===== config.mk =====
export PLATFORM = sky130hd
export DESIGN_NAME = pe_load_sequencer
export DESIGN_NICKNAME = d
export VERILOG_FILES = /design/src/rtl/pe_load_sequencer.sv
export SDC_FILE = /design/constraint.sdc
export NUM_CORES = 1
export LEC_CHECK = 0
export CORE_MARGIN = 1
export CORE_UTILIZATION = 48
export CTS_CLUSTER_SIZE = 30
export DETAILED_ROUTE_END_ITERATION = 8
export PLACE_DENSITY = 0.79
export RECOVER_POWER = 100
export SLEW_MARGIN = 25
export SYNTH_ARGS = -nofsm -noshare
export SYNTH_HDL_FRONTEND = slang
export SYNTH_SLANG_ARGS = --single-unit

===== constraint.sdc =====
create_clock -name ACLK -period 2.2 [get_ports ACLK]
set_input_delay 0.44 -clock ACLK [delete_from_list [all_inputs] [get_ports ACLK]]
set_output_delay 0.44 -clock ACLK [all_outputs]
set_load 0.01 [all_outputs]

===== src/rtl/pe_load_sequencer.sv =====
// pe_load_sequencer: scatters a streamed job round-robin to NUM_PE PEs, kicks them, waits for all EOC.
// Ports: ACLK/ARESETN clock and async active-low reset; cfg_* job descriptor handshake;
// s_* input data stream; pe_data/CTRL_PE registered PE write bus {pe_id, valid, namespace};
// START compute pulse; EOC per-PE end-of-compute; busy/done/err status.
// Optional: define PE_LOAD_WATCHDOG_EN to abort WAIT after 1024 cycles with a sticky err.
module pe_load_sequencer #(
  parameter int DATA_WIDTH      = 16,
  parameter int NUM_PE          = 4,
  parameter int PE_ID_WIDTH     = 2,
  parameter int NAMESPACE_WIDTH = 2,
  parameter int COUNT_WIDTH     = 8,
  parameter int CTRL_PE_WIDTH   = PE_ID_WIDTH + 1 + NAMESPACE_WIDTH
) (
  input  logic                       ACLK,
  input  logic                       ARESETN,
  input  logic                       cfg_valid,
  output logic                       cfg_ready,
  input  logic [NAMESPACE_WIDTH-1:0] cfg_namespace,
  input  logic [COUNT_WIDTH-1:0]     cfg_words_per_pe,
  input  logic [DATA_WIDTH-1:0]      s_data,
  input  logic                       s_valid,
  output logic                       s_ready,
  output logic [DATA_WIDTH-1:0]      pe_data,
  output logic [CTRL_PE_WIDTH-1:0]   CTRL_PE,
  output logic                       START,
  input  logic [NUM_PE-1:0]          EOC,
  output logic                       busy,
  output logic                       done,
  output logic                       err
);
  localparam logic [2:0] IDLE = 3'd0, LOAD = 3'd1, KICK = 3'd2, WAIT = 3'd3, DONE = 3'd4;
  logic [2:0] state;
  logic [NAMESPACE_WIDTH-1:0] ns;
  logic [COUNT_WIDTH-1:0] wpp, word_cnt;
  logic [PE_ID_WIDTH-1:0] pe_idx;
  logic [NUM_PE-1:0] eoc_seen;
  logic beat, wrap, last, all_eoc, wdog_hit;
  assign cfg_ready = state == IDLE;
  assign s_ready   = state == LOAD;
  assign START     = state == KICK;
  assign done      = state == DONE;
  assign busy      = state != IDLE;
  assign beat      = s_valid && s_ready;
  assign wrap      = pe_idx == PE_ID_WIDTH'(NUM_PE - 1);
  assign last      = beat && wrap && word_cnt == wpp - COUNT_WIDTH'(1);
  // EOC arriving this cycle counts immediately so a single-cycle pulse is never lost
  assign all_eoc   = &(eoc_seen | EOC);
`ifdef PE_LOAD_WATCHDOG_EN
  localparam int WDOG_CYCLES = 1024;
  logic [$clog2(WDOG_CYCLES)-1:0] wdog;
  assign wdog_hit = wdog == $clog2(WDOG_CYCLES)'(WDOG_CYCLES - 1);
  always_ff @(posedge ACLK or negedge ARESETN)
    if (!ARESETN) begin
      wdog <= '0;
      err  <= 1'b0;
    end else begin
      wdog <= state == WAIT ? wdog + 1'b1 : '0;
      if (state == WAIT && wdog_hit && !all_eoc) err <= 1'b1;
    end
`else
  assign wdog_hit = 1'b0;
  assign err      = 1'b0;
`endif
  always_ff @(posedge ACLK or negedge ARESETN)
    if (!ARESETN) begin
      state    <= IDLE;
      ns       <= '0;
      wpp      <= '0;
      word_cnt <= '0;
      pe_idx   <= '0;
      eoc_seen <= '0;
      pe_data  <= '0;
      CTRL_PE  <= '0;
    end else begin
      if (beat) begin
        pe_data <= s_data;
        CTRL_PE <= {pe_idx, 1'b1, ns};
      end else
        CTRL_PE[NAMESPACE_WIDTH] <= 1'b0;
      case (state)
        IDLE: if (cfg_valid) begin
          ns       <= cfg_namespace;
          wpp      <= cfg_words_per_pe;
          pe_idx   <= '0;
          word_cnt <= '0;
          eoc_seen <= '0;
          state    <= cfg_words_per_pe == '0 ? KICK : LOAD;
        end
        LOAD: if (beat) begin
          pe_idx <= wrap ? '0 : pe_idx + 1'b1;
          if (wrap) word_cnt <= word_cnt + 1'b1;
          if (last) state <= KICK;
        end
        KICK: state <= WAIT;
        WAIT: begin
          eoc_seen <= eoc_seen | EOC;
          if (all_eoc || wdog_hit) state <= DONE;
        end
        default: state <= IDLE;
      endcase
    end
endmodule

==> Yosys cells after proc, flatten, opt, wreduce, memory -nomap -nowiden <==
Cells that the tools add are included.
Widths: inputs -> output; s select.
{ "op_classes": {"bitwise": 1, "mux": 17, "n_addsub": 3, "n_eq_ne": 11, "n_reduce_logical": 14} }
{ "op_table": {"columns": ["cell", "count"], "rows": [
  ["$mux 8", 3],
  ["$pmux 8 s2", 1],
  ["$mux 3", 4],
  ["$pmux 3 s4", 1],
  ["$reduce_and 4->1", 3],
  ["$add 8x1->8 const B", 1],
  ["$eq 8x8->1", 1],
  ["$logic_not 8->1", 1],
  ["$mux 2", 4],
  ["$pmux 4 s2", 1],
  ["$sub 8x1->8 const B", 1],
  ["$eq 3x2->1 const B", 2],
  ["$ne 2x1->1 const B", 3],
  ["$mux 4", 1],
  ["$ne 2x2->1 const B", 2],
  ["$or 4x4->4", 1],
  ["$pmux 2 s2", 1],
  ["$reduce_and 2->1", 2],
  ["$reduce_bool 2->1", 2],
  ["$eq 3x1->1 const B", 1],
  ["$eq 3x3->1 const B", 1],
  ["$logic_and 1x1->1", 3],
  ["$logic_not 3->1", 1],
  ["$reduce_and 3->1", 1],
  ["other kinds (4)", 4]
]} }
{ "word_totals": {"wordCells": 55, "in_bits": 34, "ff_bits": 48} }

==> Logic depth before layout (Yosys ltp) <==
{ "depth": {"ltp_word": 7, "ltp_mapped": 9} }

==> Worst setup path after synthesis <==
Ideal clock, no wire load.
{ "synth_path": {"path_type": "register -> register", "from": "register wpp[0]", "to": "register state[0]", "required_time_ns": 2.070, "slack_ns": 0.285, "path_stages_with_launch": 9, "arrival_ns": 1.785, "synth_period_minus_slack_ns": 1.915, "path_buffers": 0, "setup_ns": 0.130, "path_cell_list": "dfrtp_1 inv_1 ha_1 nand2b_1 a21oi_1 a311o_1 a2111oi_2 and3_1 a21oi_1"} }
{ "synth_via": {"elab_chain_cells": 5} }
{ "synth_lines": {"columns": ["element", "line", "source"], "rows": [
  ["start, declared", "34", "logic [COUNT_WIDTH-1:0] wpp, word_cnt;"],
  ["start signal, assigned", "83", "wpp <= cfg_words_per_pe;"],
  ["$sub 8x1->8", "45", "assign last = beat && wrap && word_cnt == wpp - COUNT_WIDTH'(1);"],
  ["$eq 8x8->1", "45", null],
  ["$logic_and 1x1->1", "45", null],
  ["$ne 2x1->1 (no source line)", null, null],
  ["$reduce_and 4->1 (no source line)", null, null],
  ["end signal, assigned", "87", "state <= cfg_words_per_pe == '0 ? KICK : LOAD;"],
  ["end, declared", "32", "logic [2:0] state;"]
]} }
No other way between the ends.
A chain may end at the register's enable or synchronous reset.

==> Worst setup path in the final report <==
{ "layout_path": {"from": "register state[0]", "to": "output port START"} }
{ "layout_via": {"elab_chain_cells": 1} }
{ "layout_lines": {"columns": ["element", "line", "source"], "rows": [
  ["$eq 3x2->1", "40", "assign START = state == KICK;"],
  ["end, declared", "25", "output logic START,"]
]} }
No other way between the ends.

==> flow_metrics.tcl <==
set metrics [dict create \
    finish.utilization_pct 64.7 \
    grt_pass1_wl_um 7980 \
    hold_viol 0 \
    setup_viol 0 \
    hpwl_um 3370 \
    grt.overflow.total 0 \
    cts-hold-fix-buffers 0 \
    grt_pass1_vias 1786 \
    mostFrequentLayoutCell "dfrtp_1" \
    path_class "reg -> out" \
    dr_total_vias 1746 \
    hold_path.class "in -> async" \
    n_antenna_cell 0 \
    clk_latency_ns 0.30 \
    grt_max_degree 49 \
    crit_path_start_kind "flop" \
    first_iter_violations 100 \
    arrival_ns 1.67 \
    power_uw 3940 \
    yosys_warnings 0 \
    io_buffers 59 \
    antenna_found_initial 0 \
    path_clk_slew_ns 0.08 \
    slew_headroom_pct 20.4 \
    skew_ns 0.00685 \
    cts.path.max_buffers 2 \
    die_h_um 71.7 \
    synth_edf_count 0 \
    cp.required_ns 1.76 \
    reg2reg_from "wpp[0]" \
    h-tree-depth 2 \
    post-route-period-util_pct 96.1 \
    synth_ff_type "dfrtp_1" \
    synth-async-reset-ratio_pct 100 \
    leakage_uw 0.00130 \
    worstRegToRegCells 8 \
    ant_nets 0 \
    die_area_sq_um 5140 \
    synth_top_area_cell "dfrtp_1" \
    nNetsFinal 300 \
    crit_path_end_kind "output pin" \
    startpoint "state[0]" \
    seq_area_frac_synth_pct 51.5 \
    yosysUniqueCellTypes 44 \
    ys_seq_elements 48 \
    fmax_mhz 473 \
    first_pass_iters 4 \
    ir_drop_mv 0.620 \
    die_w_um 71.7 \
    setup_tns_ns 0 \
    yosys-top-cells-area "dfrtp_1 51%, mux2_2 14%, xor2_1 3.8%" \
    cap_violations 0 \
    cts_tree "done" \
    syn-num-nets 234 \
    syn2layout_area_growth_pct 30.1 \
    gp_congestion 0.805 \
    final_layout_size_suffix_gt1_share_pct 18.2 \
    wire_per_inst_um 14.7 \
    layout_common_cells "47 x dfrtp_1, 34 x clkdlybuf4s50_1, 28 x mux2_2" \
    grt_use_total_pct 20.1 \
    routed_wl_um 4680 \
    finalMaxSlewViolations 0 \
    worstPathMaxFanout 8 \
    ioPinCount 61 \
    synthCells 197 \
    root_buffer "clkbuf_8" \
    start_util_pct 49.7 \
    rows 25 \
    avgSynthCellArea_sq_um 11.8 \
    rr_endpoint "state[0]" \
    period_needed_ns 2.11 \
    p_per_area_nw_per_um2 1300 \
    clock-sinks 48 \
    rsz0062_at_grt "no" \
    core_region_area_sq_um 4690 \
    tightestPinTransition_ns 1.19 \
    vias_per_cell 5.49 \
    synth_top_area_share_pct 51.5 \
    drc 0 \
    netlist_area_sq_um 2330 \
    status "finished, final reports clean" \
    worst-r2r-setup-slack_ns 0.15 \
    cts_buffers 5 \
]
stage by stage:
stage | hold WS [ns] | cells | setup WS [ns] | instance area, sq um
2_1_floorplan | 0.144 | 197 | 0.285 | 2330
3_3_place_gp | 0.485 | 308 | 0.163 | 2960
3_5_place_dp | 0.494 | 308 | 0.103 | 2960
4_1_cts | 0.251 | 317 | 0.00438 | 3060
5_1_grt | 0.522 | 318 | 0.0202 | 3040
6_report | 0.450 | 318 | 0.0865 | 3040
timing repair:
item	CTS	global route
pin swaps	0	0
resized for setup	1	3
setup endpoints to repair	1	4
setup buffers	1	1
synth_stat cells, types with 3 or more instances:
cell type,count
xnor2_1,6
xor2_1,10
nand3_1,6
nor4_1,3
and3_1,4
mux2_2,28
ha_1,3
buf_4,4
o22ai_1,3
nand2_1,7
nor2_1,14
inv_1,4
dfrtp_1,48
o21ai_0,7
a21oi_1,12
nand4_1,4
nand2b_1,3
critical path: stages, from the launching register on:
cell and delay (ns):
dfrtp_2 0.45, nor2_1 0.21, and2_1 0.17, clkdlybuf4s50_1 0.55
worst max-delay path by stage:
stage                        to  slack [ns]  depth (start not counted)
finish                    START        0.09                          3
global route              START        0.02                          3
CTS                   cfg_ready       0.004                          3
detailed placement  word_cnt[7]        0.10                          7
global placement       state[0]        0.16                          8
floorplan              state[0]        0.29                          8
routing by layer:
metal / wire length (um) / track usage, % / vias up
met5: 0 / 0 / -
met4: 61 / 6.32 / 0
met3: 360 / 7.45 / 5
met2: 2190 / 32.6 / 58
met1: 2070 / 25.1 / 855
li1: - / - / 828
cell type report:
type	count	area, sq um
clock buffer	6	82.6
clock inverter	2	10.0
fill	375	1660
inverter	5	18.8
multi-input combinational	136	1030
sequential	48	1200
tap	54	67.6
timing repair buffer	67	627
report_power, final:
group	switching, uW	leakage, uW	internal, uW	total, uW
logic	830	0.000656	1020	1850
registers	290	0.000595	1270	1560
clock network	289	0.0000510	251	540
state kept, by name, summed over array words and instances, names as in the netlist:
name      count
pe_idx        2
pe_data      16
wpp           8
eoc_seen      4
word_cnt      8
state         3
ns            2
CTRL_PE       5
kinds of logic (layout without fill, tap and decap cells):
family / after synthesis / count (layout) / share of synthesized area (%)
xor+xnor: 16 / 16 / 6.01
simple gates: 56 / 56 / 14.2
mux: 28 / 28 / 13.5
compound gates: 32 / 32 / 9.22
other cells: 1 / 1 / 0.161
flops: 48 / 48 / 51.5
fa+ha+maj: 3 / 3 / 1.61
buf+inv: 13 / 80 / 3.81
(Power assumes the default switching activity.)
==> RTL edit, RTL diff (config.mk and constraints unchanged) <==
The option `PE_LOAD_WATCHDOG_EN` is turned on by a define.
--- a/src/rtl/pe_load_sequencer.sv
+++ b/src/rtl/pe_load_sequencer.sv
@@ -3,6 +3,8 @@
 // s_* input data stream; pe_data/CTRL_PE registered PE write bus {pe_id, valid, namespace};
 // START compute pulse; EOC per-PE end-of-compute; busy/done/err status.
 // Optional: define PE_LOAD_WATCHDOG_EN to abort WAIT after 1024 cycles with a sticky err.
+`define PE_LOAD_WATCHDOG_EN
+
 module pe_load_sequencer #(
   parameter int DATA_WIDTH      = 16,
   parameter int NUM_PE          = 4,
Behaviour: same outputs for any inputs over 10 cycles, from zero or initial values and one cycle with ARESETN low; that may be too few to reach the edited logic, so the function may still have changed.
==> RTL edit against the unedited design <==
Via count rose by 32%. Area after synthesis rose by 20%. Worst setup slack got worse by 0.0028 ns. Final area rose by 22%. Sequential cell count rose by 11. Clock skew rose by 0.0039 ns. Routed wire length rose by 36%. Critical path type unchanged.
Power is not compared: it rests on default switching activity, and its combinational part moved more than twofold at a synthesized area within 25%.
==> RTL edit: results (changes against the unedited design) <==
synthesis:
  synth_common_cells: "74 x nand2_1, 59 x dfrtp_1, 27 x nor2_1"
  ys_top_cells_by_area: "dfrtp_1 53%, nand2_1 9.9%, xnor2_1 4.1%, nor2_1 3.6%, mux2_2 2.8%"
  synth.yosys.warnings: 0  # unchanged
  yosys.cell_types.count: 45  # +2.3%
  yosysSeqAreaShare: 0.527  # +0.0118
  ys_ff_latch: 59  # +23%
  syn_nets: 328  # +40%
routing:
  vias_per_cell: 5.22  # -5.0%
  drt-initial-drc-count: 190  # +90%
  dr_wl_met3_um: 313  # -13%
  met1_length_mm: 3.03  # +47%
  topRoutingLayerUsed: "met4"
  drt-total-wl_mm: 6.37  # +36%
layout:
  reg_top3: "pe_data x16, wdog x10"
  fillCellCount: 427  # +14%
  clock_buffers: 12  # +6
  drive_gt1_frac: 0.106  # -0.0758
  multi_input_area_share: 0.326  # -0.0130
  bufAreaShareNonClock: 0.182  # -0.0242
  clk_share: 0.0613  # +0.0308
  multi_input_gates: 211  # +55%
  layout.cells.non_filler: 440  # +38%
  synthToLayoutAreaGrowth_pct: 32.5
  seq_area_frac: 0.397  # +0.00148
  nNonClkInverters: 9  # +4
  buffers: 73  # +9.0%
setup_path:
  worst-path-max-fanout: 4  # -4
  ff2ff_setup_slack_ns: 0.21  # +0.06 ns
  r2r_end: "ns[0]"
  cp-endpoint: "busy"
  timing.rr.start: "state[1]"
  ff2ff_path_depth: 4  # -4
sta:
  finalHoldWorstSlack_ns: 0.378  # -0.0718 ns
  fmax_mhz: 473  # -0.13%
  slew_headroom: 0.125  # -0.0794
  clock_skew_ns: 0.0107  # +0.00389 ns
clocking:
  numCtsBuffers: 9  # +4
  post_cts_buffers: 0  # -1
  insertion_delay_ns: 0.34  # +0.04 ns
  ctsHtreeMaxLevel: 3  # +1
  ctsResizeCount: 4  # +3
grt:
  use_met3: 0.0581  # -0.0164
  grt_max_degree: 26  # -47%
  grt_pass1_wl_mm: 11.0  # +38%
  use_met1: 0.320  # +0.0691
  met2_usage: 0.364  # +0.0380
  first_global_vias: 2342  # +31%
status:
  outcome: "finished, final reports clean"
placed_design:
  dpl.hpwl_mm: 4.41  # +31%
  io_buffers: 60  # +1.7%
  dp_cells: 423  # +37%
pwr:
  power_uw: 3260
RTL edit: cell count changes in the layout (fill, tap and decap cells not counted), moves of 7 or more:
cell / change
nand2_1: +68
mux2_2: -21
dfrtp_1: +12
nor2_1: +11
xnor2_1: +7
RTL edit: critical path, stage by stage (launching register included):
cell,delay [ns]
dfrtp_1,0.42
nor3_2,0.29
inv_1,0.13
clkdlybuf4s50_1,0.50
RTL edit: cell families (layout without fill, tap and decap cells):
logic type	count (synthesis)	count (layout)	share of synthesized area
AND/OR/NAND/NOR	146	146	0.241
flip-flops	59	59	0.527
AO/OA/AOI/OAI	31	31	0.0785
XOR/XNOR	22	22	0.0687
buffers and inverters	20	98	0.0357
multiplexers	8	8	0.0317
adder cells (fa/ha/maj)	4	4	0.0178
